$ cat src/rtl/result_fifo.sv
// Result FIFO with a registered head and registered full/empty flags.
// Pointers carry one extra bit so full and empty are distinguishable.
// The head register keeps its last value while the FIFO is empty.
module result_fifo #(
    parameter int unsigned DEPTH = 4,
    parameter int unsigned WIDTH = 320
) (
    input  logic             Clk,
    input  logic             rst,
    input  logic             push,
    input  logic             pop,
    input  logic             clear,
    input  logic [WIDTH-1:0] wdata,
    output logic             full,
    output logic             empty,
    output logic [WIDTH-1:0] data
);

    localparam int unsigned AW = $clog2(DEPTH);

    logic [WIDTH-1:0] mem [DEPTH];
    logic [AW:0]      wr_ptr;
    logic [AW:0]      rd_ptr;
    logic [AW:0]      wr_nxt;
    logic [AW:0]      rd_nxt;
    logic [AW:0]      used_c;
    logic [WIDTH-1:0] data_nxt;
    logic             push_ok;
    logic             pop_ok;

    // A full FIFO still takes a push when the head leaves on the same edge.
    assign pop_ok  = pop & ~empty;
    assign push_ok = push & (~full | pop_ok);
    assign used_c  = wr_ptr - rd_ptr;

    // Next pointers and next head value; clear wins over push and pop.
    always_comb begin
        wr_nxt   = wr_ptr + (AW+1)'(push_ok);
        rd_nxt   = rd_ptr + (AW+1)'(pop_ok);
        data_nxt = data;
        if (pop_ok) begin
            if (used_c >= (AW+1)'(2)) begin
                data_nxt = mem[rd_ptr[AW-1:0] + AW'(1)];
            end else if (push_ok) begin
                data_nxt = wdata;
            end
        end else if (empty && push_ok) begin
            data_nxt = wdata;
        end
        if (clear) begin
            wr_nxt   = '0;
            rd_nxt   = '0;
            data_nxt = data;
        end
    end

    // Pointer, flag and head registers.
    always_ff @(posedge Clk or posedge rst) begin
        if (rst) begin
            wr_ptr <= '0;
            rd_ptr <= '0;
            data   <= '0;
            empty  <= 1'b1;
            full   <= 1'b0;
        end else begin
            wr_ptr <= wr_nxt;
            rd_ptr <= rd_nxt;
            data   <= data_nxt;
            empty  <= (wr_nxt == rd_nxt);
            full   <= (wr_nxt[AW] != rd_nxt[AW]) &&
                      (wr_nxt[AW-1:0] == rd_nxt[AW-1:0]);
        end
    end

    // Storage array; contents need no reset since pointers gate every read.
    always_ff @(posedge Clk) begin
        if (push_ok && !clear) begin
            mem[wr_ptr[AW-1:0]] <= wdata;
        end
    end

endmodule

$ cat config.mk
export PLATFORM = sky130hd
export DESIGN_NAME = result_fifo
export DESIGN_NICKNAME = d
export VERILOG_FILES = /design/src/rtl/result_fifo.sv
export SDC_FILE = /design/constraint.sdc
export NUM_CORES = 2
export LEC_CHECK = 0
export BUFFER_PORTS_ARGS = -buffer_cell sky130_fd_sc_hd__buf_4
export CAP_MARGIN = 20
export CORE_AREA = 4 4 324 326
export DETAILED_ROUTE_END_ITERATION = 10
export DIE_AREA = 0 0 328 330
export PLACE_DENSITY = 0.95
export RECOVER_POWER = 100
export REMOVE_ABC_BUFFERS = 1
export SLEW_MARGIN = 20
export SYNTH_ARGS = -nofsm -noshare
export SYNTH_HDL_FRONTEND = slang
export SYNTH_SLANG_ARGS = --single-unit
$ cat constraint.sdc
create_clock -name Clk -period 26.5 [get_ports Clk]
set_input_delay 3.975 -clock Clk [delete_from_list [all_inputs] [get_ports Clk]]
set_output_delay 3.975 -clock Clk [all_outputs]
set_load 0.01 [all_outputs]
==> results.toml <==
[worst_hold_path]
hold_path_depth = 1
hold_path_end = "data[296]$_DFFE_PP0P_"
hold_path_startpoint = "data[296]$_DFFE_PP0P_"
hold_path.class = "reg -> reg"

[timing]
fin_setup_tns_ns = 0
fin_skew_ns = 0.04354
fmax_mhz = 64.21
final.period_utilization = 0.5877
rsz0062_at_grt = "no"
slew_violations = 2192
tightest_slew_ns = 9.400
slew_headroom = -5.266
finalWorstSetupSlack_ns = 10.93
hold_viol = 0
finalSetupViolCount = 0
final.min_clock_period_ns = 15.57

[clock_tree]
cts_buffer_depth = 3
cts_buffers = 154
hold_buffers = 0
tritoncts = "built"
cts_resized = 0
cts_root_buf = "clkbuf_16"
post_cts_buffers = 0
h-tree-depth = 4
insertion_delay_ns = 0.77
cts_sinks = 1608
clk_pin_slew_ns = 0.06

[worst_setup_path]
r2r-end = "data[255]$_DFFE_PP0P_"
cp_num_buf_inv = 5
worst-setup-path-type = "in -> reg"
r2r_setup_slack_ns = 12.42
critPathMaxFanout = 57
max_stage_delay_ns = 2.61
r2r_start = "rd_ptr[0]$_DFF_PP0_"
cp_cell_sequence = "clkbuf_1, nand2b_1, a21boi_0, o21a_1, clkbuf_1, clkbuf_1, clkbuf_1, clkbuf_1, mux2_1"
critical_path.most_common_cell = "clkbuf_1"
crit_family = "buffers and inverters"
arrival_ns = 16.19
critPathSlowestCell = "clkbuf_1"
startpoint_type = "input port"
rr_worst_depth = 10
cp-end-kind = "flop"
worst_ep_required_time_ns = 27.12

[layout]
multiInputGateArea_mm2 = 0.01474
nNetsFinal = 3779
fillers = 6243
layout-drive-gt1-share = 0.1975
final_design_area_no_fill_mm2 = 0.07110
seqCellArea_mm2 = 0.04665
area_growth_pct = 11.18

[job]
drv_cap = 38

[route]
avgViaCountPerCell = 6.369
ant_nets = 0
wl_um = 154800
drtIter0Drc = 3410
routedWlPerCell_um = 30.96
drc = 0
via_count = 31844
drt-pass1-iter-count = 5

[place]
post_dp_cell_area_mm2 = 0.06945
portBuffers = 646
place.gp.congestion = 0.7647
dp_hpwl_um = 88950
post-place-ws_ns = 17.15

[floorplan]
io_pins = 647
die_w_um = 328
die_y_um = 330
die_area_mm2 = 0.1082
coreArea_mm2 = 0.1017
initial_core_util = 0.6285
rows = 117

[logic_synthesis]
netlist.area_leader.share = 0.6011
syn-cell-area_mm2 = 0.06395
yosys_warnings = 0
yosys.area.top_type = "edfxtp_1"
synth-seq-area-share = 0.7295
synth_area_leaders = "edfxtp_1, dfrtp_1, mux4_2"
syn_area_per_cell_um2 = 23.25
ys_types = 26
ys_ff_latch = 1608
syn_inst = 2750

[outcome]
violations = "max-capacitance violations, max-slew violations"
status = "finished with violations"

[global_route]
grt_pass1_vias = 34093
grt_pass1_wl_um = 229000
grt.total_usage = 0.2867
grt.overflow.total = 0
antenna_found_initial = 49
grt_max_degree = 152

[pwr]
peakVddDrop_uv = 72.83
powerDensity_mw_per_mm2 = 89.03
p_leak_nw = 23.21
metal layers:
metal | track usage | vias up | part of all wire
li1 | - | 12711 | -
met1 | 0.3679 | 16639 | 0.35
met2 | 0.4773 | 2064 | 0.52
met3 | 0.05719 | 424 | 0.088
met4 | 0.1392 | 6 | 0.046
met5 | 0 | - | 0.00026
Yosys cell counts, drive strengths merged:
cell type  instances
a21boi             1
xnor2              5
o21a               1
edfxtp          1280
a21oi              3
xnor3              1
mux4             320
inv                4
nor2b              5
fa                 1
ha                 5
buf              107
mux2             640
nand2b             1
and3               4
dfstp              1
dfrtp            327
nor3               1
clkbuf            37
nor2               6
placed cells by master, fill, tap and decap left out, drive strengths merged:
cell      count
nor2b         5
nand2b        1
mux4        320
xnor3         1
xnor2         5
buf          12
and3          4
clkbuf      898
nor2          6
fa            1
nor3          1
bufinv       10
mux2        640
a21oi         3
diode        52
dfrtp       327
edfxtp     1280
o21a          1
dfstp         1
clkinvlp      3
inv           8
a21boi        1
ha            5
clkinv       47
registers in the layout (all words and copies together), names as in the netlist:
name,flops
mem,1280
data,320
rd_ptr,3
wr_ptr,3
empty,1
full,1
final cells by class:
cell class	count	area share
clock inverter	64	0.009961
timing repair buffer	686	0.03743
tap	1368	0.02407
sequential	1608	0.6562
antenna	52	0.001830
clock buffer	224	0.06291
multi-input combinational	994	0.2074
inverter	4	0.0002288
through the flow:
step / instances / util / power, mW / hold WS, ns
5_1_grt: 4990 / 0.6986 / 6.537 / 0.5019
2_1_floorplan: 2606 / - / 4.056 / 0.5490
4_1_cts: 4948 / 0.7335 / 6.682 / 0.5163
6_report: 5000 / 0.6988 / 6.330 / 0.4856
3_3_place_gp: 4660 / 0.6826 / 4.356 / 0.4926
3_5_place_dp: 4660 / 0.6826 / 4.425 / 0.4951
power by group:
part / total (mW) / switching, mW / internal, mW
registers: 3.19 / 0.200 / 2.99
clock network: 2.24 / 0.962 / 1.28
logic: 0.894 / 0.522 / 0.372
kinds of logic after synthesis:
| family | Yosys count | share of synthesized area |
|---|---|---|
| flip-flops | 1608 | 0.7295 |
| AND/OR/NAND/NOR | 17 | 0.001409 |
| AO/OA/AOI/OAI | 5 | 0.0006459 |
| buffers and inverters | 148 | 0.02313 |
| XOR/XNOR | 6 | 0.001037 |
| multiplexers | 960 | 0.2430 |
| adder cells (fa/ha/maj) | 6 | 0.001291 |
worst max path at each step:
stage	startpoint	to	slack, ns	depth (start not counted)
after global placement	pop	data[15]$_DFFE_PP0P_	17.23	9
after global routing	pop	data[291]$_DFFE_PP0P_	10.34	9
after detailed placement	pop	data[255]$_DFFE_PP0P_	17.15	9
final	pop	data[255]$_DFFE_PP0P_	10.93	9
after CTS	pop	data[2]$_DFFE_PP0P_	17.91	9
after floorplan	rd_ptr[1]$_DFF_PP0_	data[62]$_DFFE_PP0P_	0.54	5
Note: power is estimated with default switching activity, not from simulation.
